### config.mk
export PLATFORM = sky130hd
export DESIGN_NAME = mem_port_sequencer
export DESIGN_NICKNAME = d
export VERILOG_FILES = /design/src/rtl/memseq_pkg.sv /design/src/rtl/mem_port_sequencer.sv
export SDC_FILE = /design/constraint.sdc
export NUM_CORES = 1
export LEC_CHECK = 0
export CELL_PAD_IN_SITES_DETAIL_PLACEMENT = 0
export CELL_PAD_IN_SITES_GLOBAL_PLACEMENT = 1
export CORE_UTILIZATION = 33
export DETAILED_ROUTE_END_ITERATION = 8
export PLACE_DENSITY = 0.83
export RECOVER_POWER = 25
export SETUP_SLACK_MARGIN = 0.05
export SYNTH_ARGS = -nofsm -noshare
export SYNTH_HDL_FRONTEND = slang
export SYNTH_SLANG_ARGS = --single-unit
### constraint.sdc
create_clock -name clk -period 3.4 [get_ports clk]
set_input_delay 0.34 -clock clk [delete_from_list [all_inputs] [get_ports clk]]
set_output_delay 0.34 -clock clk [all_outputs]
set_load 0.005 [all_outputs]
### src/rtl/memseq_pkg.sv
// Shared types and phase constants for the memory port sequencer.
package memseq_pkg;

    typedef enum logic [2:0] {
        IDLE,
        RD_A,
        RD_B,
        WR,
        RSP
    } state_t;

    localparam logic [1:0] PH_READ  = 2'b00;
    localparam logic [1:0] PH_WRITE = 2'b10;

endpackage

### src/rtl/mem_port_sequencer.sv
// Sequences one request (two reads, optional write) onto a phased 1w1r memory
// port and returns both read results through a valid/ready response.
module mem_port_sequencer
    import memseq_pkg::*;
#(
    parameter int ELEMENTS_W = 7,
    parameter int WIDTH      = 32,
    parameter int ZERO_REG   = 1
) (
    input  logic                  clk,
    input  logic                  rst_n,
    input  logic [1:0]            counter,
    input  logic                  req_valid,
    output logic                  req_ready,
    input  logic [ELEMENTS_W-1:0] req_raddr_a,
    input  logic [ELEMENTS_W-1:0] req_raddr_b,
    input  logic                  req_we,
    input  logic [ELEMENTS_W-1:0] req_waddr,
    input  logic [WIDTH-1:0]      req_wdata,
    output logic                  rsp_valid,
    input  logic                  rsp_ready,
    output logic [WIDTH-1:0]      rsp_rdata_a,
    output logic [WIDTH-1:0]      rsp_rdata_b,
    output logic [ELEMENTS_W-1:0] mem_raddr,
    input  logic [WIDTH-1:0]      mem_rdata,
    output logic [ELEMENTS_W-1:0] mem_waddr,
    output logic                  mem_write,
    output logic [WIDTH-1:0]      mem_wdata
);

    state_t                  state;
    state_t                  state_next;
    logic                    issued;
    logic                    issued_next;
    logic                    cap_a;
    logic                    cap_b;
    logic                    accept;
    logic                    write_live;

    logic [ELEMENTS_W-1:0]   addr_a;
    logic [ELEMENTS_W-1:0]   addr_b;
    logic                    we;
    logic [ELEMENTS_W-1:0]   waddr;
    logic [WIDTH-1:0]        wdata;

    // Address 0 behaves as a hard-wired zero register when enabled.
    function automatic logic suppressed(input logic [ELEMENTS_W-1:0] addr);
        return (ZERO_REG != 0) && (addr == '0);
    endfunction

    assign accept     = req_valid && req_ready;
    assign write_live = we && !suppressed(waddr);

    always_ff @(posedge clk) begin
        if (!rst_n) begin
            state  <= IDLE;
            issued <= 1'b0;
        end else begin
            state  <= state_next;
            issued <= issued_next;
        end
    end

    // A read is issued on the first counter==PH_READ edge; the memory's
    // registered output is then captured on the following edge.
    always_comb begin
        state_next  = state;
        issued_next = issued;
        cap_a       = 1'b0;
        cap_b       = 1'b0;
        case (state)
            IDLE: begin
                issued_next = 1'b0;
                if (accept) begin
                    if (suppressed(req_raddr_a) && suppressed(req_raddr_b)) begin
                        state_next = WR;
                    end else if (suppressed(req_raddr_a)) begin
                        state_next = RD_B;
                    end else begin
                        state_next = RD_A;
                    end
                end
            end
            RD_A: begin
                if (!issued) begin
                    if (counter == PH_READ) begin
                        issued_next = 1'b1;
                    end
                end else begin
                    cap_a       = 1'b1;
                    issued_next = 1'b0;
                    if (addr_b == addr_a) begin
                        cap_b      = 1'b1;
                        state_next = WR;
                    end else if (suppressed(addr_b)) begin
                        state_next = WR;
                    end else begin
                        state_next = RD_B;
                    end
                end
            end
            RD_B: begin
                if (!issued) begin
                    if (counter == PH_READ) begin
                        issued_next = 1'b1;
                    end
                end else begin
                    cap_b       = 1'b1;
                    issued_next = 1'b0;
                    state_next  = WR;
                end
            end
            WR: begin
                if (!write_live || (counter == PH_WRITE)) begin
                    state_next = RSP;
                end
            end
            RSP: begin
                if (rsp_ready) begin
                    state_next = IDLE;
                end
            end
            default: state_next = IDLE;
        endcase
    end

    // Results start at zero on accept so suppressed reads need no extra work.
    always_ff @(posedge clk) begin
        if (!rst_n) begin
            addr_a      <= '0;
            addr_b      <= '0;
            we          <= 1'b0;
            waddr       <= '0;
            wdata       <= '0;
            rsp_rdata_a <= '0;
            rsp_rdata_b <= '0;
        end else begin
            if (accept) begin
                addr_a      <= req_raddr_a;
                addr_b      <= req_raddr_b;
                we          <= req_we;
                waddr       <= req_waddr;
                wdata       <= req_wdata;
                rsp_rdata_a <= '0;
                rsp_rdata_b <= '0;
            end
            if (cap_a) begin
                rsp_rdata_a <= mem_rdata;
            end
            if (cap_b) begin
                rsp_rdata_b <= mem_rdata;
            end
        end
    end

    // Gating with rst_n keeps an in-flight write from landing on the reset edge.
    assign req_ready = rst_n && (state == IDLE);
    assign rsp_valid = (state == RSP);
    assign mem_write = rst_n && (state == WR) && write_live;
    assign mem_raddr = (state == IDLE) ? '0 : ((state == RD_B) ? addr_b : addr_a);
    assign mem_waddr = (state == IDLE) ? '0 : waddr;
    assign mem_wdata = (state == IDLE) ? '0 : wdata;

endmodule

Word level (Yosys, flattened, before mapping)
Index checks and enable logic that the tools add are counted.
Word-level totals
  register bits: 122
  input bits: 92
  output and inout port bits: 113
  logic and storage cells: 65
Cells by class
  equal/unequal tests: 11
  multiplexer cells: 25
  reductions and logical operators: 20
Operator list (number)
  32-bit two-way mux: 4
  7-bit logical NOT: 4
  7-bit two-way mux: 3
  3-bit two-way mux: 5
  3-bit one-hot mux with 5 select lines: 1
  1-bit two-way mux: 8
  2-bit inequality test, second input constant: 4
  7-bit == test: 1
  3-bit by 2-bit == test with 1-bit output, second input constant: 2
  1-bit logical AND: 6
  2-bit nonzero test: 3
  5-bit AND reduction: 1
  2-bit two-way mux: 2
  1-bit one-hot mux with 2 select lines: 2
  3-bit by 1-bit == test with 1-bit output, second input constant: 1
  3-bit == test, second input constant: 1
  3-bit logical NOT: 1
  2-bit == test, second input constant: 1
  1-bit logical NOT: 2
  2-bit logical NOT: 1
  2-bit by 1-bit inequality test with 1-bit output, second input constant: 1
  2-bit OR reduction: 1
  1-bit logical OR: 1

Longest topological paths before layout
  depth in word-level cells: 7
  mapped depth: 8
  mapped depth without buffers: 5

Worst setup path before layout
OpenSTA, ideal clock, no wires.
  kind: reg-to-output
  from: reg state[2]
  to: out req_ready
  arrival: 1.438 ns
  required time: 3.060 ns
  slack: 1.622 ns
  stages on the path, launching flop included: 6
  buffers on the path: 3
  cells stage by stage: dfxtp_1 > buf_2 > nor3_2 > clkbuf_1 > clkbuf_1 > and2_1
On the way
  cells in the longest elaborated chain, start to end: 2
RTL lines
  start, declared: RTL line mem_port_sequencer.sv:31  | state_t state;
  start signal, assigned: RTL line mem_port_sequencer.sv:59  | state <= state_next;
  3-bit logical NOT: RTL line mem_port_sequencer.sv:157  | assign req_ready = rst_n && (state == IDLE);
  1-bit logical AND: RTL line mem_port_sequencer.sv:157
  end, declared: RTL line mem_port_sequencer.sv:14  | output logic req_ready,
No other way between the ends.

Worst setup path after layout
  from: reg state[1]
  to: out req_ready
The elaborated chain is that of the path after synthesis.

==> run summary <==
status: complete, no violations
diodes inserted: 0
cell chosen for the clock root: clkbuf_16
Post-Syn Instances: 610
fin crit share: 80.6%
H-Tree Depth: 4
Least-Margin Pin Slew: 835 ps
multiplexer share of the synthesized area: 1.42%
ANT nets after route: 0
Setup TNS: 0 ps
# hold bufs at CTS: 0
Max Clock Skew: 11.7 ps
Worst setup SP type: register
GRT met3 Usage: 7.60%
WL per Instance: 14.9 um
GR Util met2: 30.3%
CTS sink count: 122
Yosys Warn Count: 0
RSZ-0062 raised after global routing: no
Starting Density: 33.9%
Placed Instances: 953
setup ws final: 659 ps
Final Non-Filler Cells: 983
Syn Std Cell Area: 4930 um2
Rows: 44
layout cell share with drive strength beyond 1: 5.88%
crit path kind: register to output port
Compound-Gate Fraction of Synth Area: 12.9%
crit path max fanout: 40
Worst-path clk slew: 50 ps
IO Pins: 205
Seq cells post-synth: 122
post-CTS sizing: 0
simple-gate share of the synthesized area: 30.0%
Clock Latency Late Sink: 410 ps
port bufs: 204
drt first pass iters: 4
Synth cell types: 40
Min Hold Slack: 391 ps
Longest Clk Path Bufs: 2
Die X: 124 um
WP data required: 3060 ps
Hold Crit Class: input pin to register
XOR/XNOR share of the synthesized area: 1.42%
R2R Setup Slk: 1190 ps
fill cell count: 1,338
critical path data arrival time: 2400 ps
worst relative slew slack: 44.3%
Finished Cell Area: 7740 um2
Max-cap violations: 0
vias in the first global route: 4,762
VDD IR max: 0.293 mV
Pwr Density: 605 nW/um2
pin count of the biggest net entering global routing: 85
Post-Route WL: 14,700 um
CP Capture Type: output port
DR vias/cell: 4.95
P&R area growth vs syn: 56.9%
worst hold start: rst_n
Detailed Place HPWL: 10,100 um
remaining global-route overflow: 0
power after layout: 4.68 mW
Critical Path Start: state[1]$_SDFFE_PN0P_
TritonCTS clock tree: done
Vias: 4,864
layout net count: 880
Mean Syn Cell Area: 8.09 um2
number of CTS-inserted buffers: 17
Leak Pwr: 3.02 nW
Die Y: 124 um
Post-Place Cell Area: 7070 um2
Fin. Hold Viols: 0
initial antenna violation count: 0
met1 usage: 23.2%
r2r startpoint: state[1]$_SDFFE_PN0P_
Synth Net Count: 702
Core Region: 14,500 um2
utilization after layout: 53.2%
gr usage total: 19.2%
Iter 0 DRT Violations: 267
DP Worst Slack: 1060 ps
DIE AREA: 15,400 um2
Setup violations, final: 0
gp weighted congestion: 0.788
sequential fraction of the synthesis area: 49.5%
Top Usage Layer GRT: met2
Max Slew Vio Count: 0
first-pass GRT wire length: 24,000 um
drt drc: 0
largest family of logic cells by synthesized area: simple AND/OR/NAND/NOR gates
Post-Synth Adder-Cell Area: 0%
Final min period: 2740 ps
Post-CTS Setup Repair Bufs: 0
Peak Freq: 365 MHz
## registers in the layout, indices dropped and copies added (netlist names)
name	flops
state	3
rsp_rdata_b	32
we	1
rsp_rdata_a	32
addr_b	7
issued	1
addr_a	7
waddr	7
wdata	32
## placed cells by master, fill, tap and decap left out, drive strengths merged, types with 10 or more instances in the layout
master	count
clkdlybuf4s50	147
dfxtp	122
nand2	111
nand3	99
dlygate4sd3	56
o21ai	56
nor2	44
nor2b	39
a22oi	32
clkbuf	24
buf	10
## cell type report
class | instances | area (um2) | area share [%]
Sequential cell | 122 | 2440 | 31.6
Timing Repair Buffer | 213 | 2120 | 27.4
Multi-Input combinational cell | 431 | 2270 | 29.3
Tap cell | 184 | 230 | 2.97
Inverter | 3 | 11.3 | 0.146
Clock buffer | 24 | 512 | 6.61
Clock inverter | 6 | 158 | 2.04
## cells by family after synthesis
family	count (synthesis)
multiplexers	7
flip-flops	122
XOR/XNOR	8
AO/OA/AOI/OAI	101
buffers and inverters	57
AND/OR/NAND/NOR	315
## worst max-delay path, stage by stage (launching register included)
cell and delay (ps):
dfxtp_1 420, nor3_4 420, buf_4 440, and2_1 190, clkdlybuf4s50_1 500
## cells in the mapped netlist
cell | instances | area share [%]
o41ai_1 | 1 | 0.18
o41ai_2 | 1 | 0.33
or3_1 | 1 | 0.13
nand2_1 | 111 | 8.4
mux2i_1 | 7 | 1.4
o221a_2 | 1 | 0.23
a211oi_1 | 1 | 0.15
a22oi_1 | 32 | 4.9
clkinv_1 | 1 | 0.076
and2_1 | 1 | 0.13
buf_1 | 2 | 0.15
nor3_1 | 3 | 0.30
o211ai_1 | 1 | 0.15
or4_1 | 2 | 0.30
inv_1 | 1 | 0.076
nor3b_1 | 2 | 0.30
nor3_2 | 1 | 0.20
inv_2 | 1 | 0.076
and3_1 | 1 | 0.13
buf_2 | 17 | 1.7
o21ai_1 | 4 | 0.41
xnor2_1 | 7 | 1.2
xor2_1 | 1 | 0.18
dfxtp_1 | 122 | 50
o31ai_1 | 1 | 0.15
nand3_1 | 99 | 10
a21boi_0 | 1 | 0.15
or4_4 | 1 | 0.23
a21oi_1 | 4 | 0.41
a2111oi_0 | 1 | 0.18
nand2b_1 | 3 | 0.38
nor4_1 | 4 | 0.51
o31ai_4 | 1 | 0.43
o21ai_0 | 52 | 5.3
nor2b_1 | 39 | 4.9
nand4_1 | 1 | 0.13
clkbuf_1 | 35 | 2.7
and4bb_1 | 1 | 0.25
and3b_1 | 1 | 0.18
nor2_1 | 44 | 3.3
## where the power goes
group	internal, mW	total, mW	switching (mW)
clock network	1.41	2.02	0.606
registers	1.57	1.69	0.116
logic	0.462	0.978	0.516
## path summary, 6_finish.rpt
check                                  to  depth (start not counted)
max                             req_ready                          4
min                 state[2]$_SDFFE_PN0P_                          3
min reg2reg        wdata[28]$_SDFFE_PN0P_                          2
max reg2reg  rsp_rdata_b[16]$_SDFFE_PN0P_                          5
## layer usage
layer  wire length, um  share of wire [%]  vias up
li1                  -                  -     2437
met1              6500                 44     2220
met2              6690                 46      187
met3              1270                8.7       20
met4               222                1.5        0
met5                 0                  0        -
(Power assumes the default switching activity.)
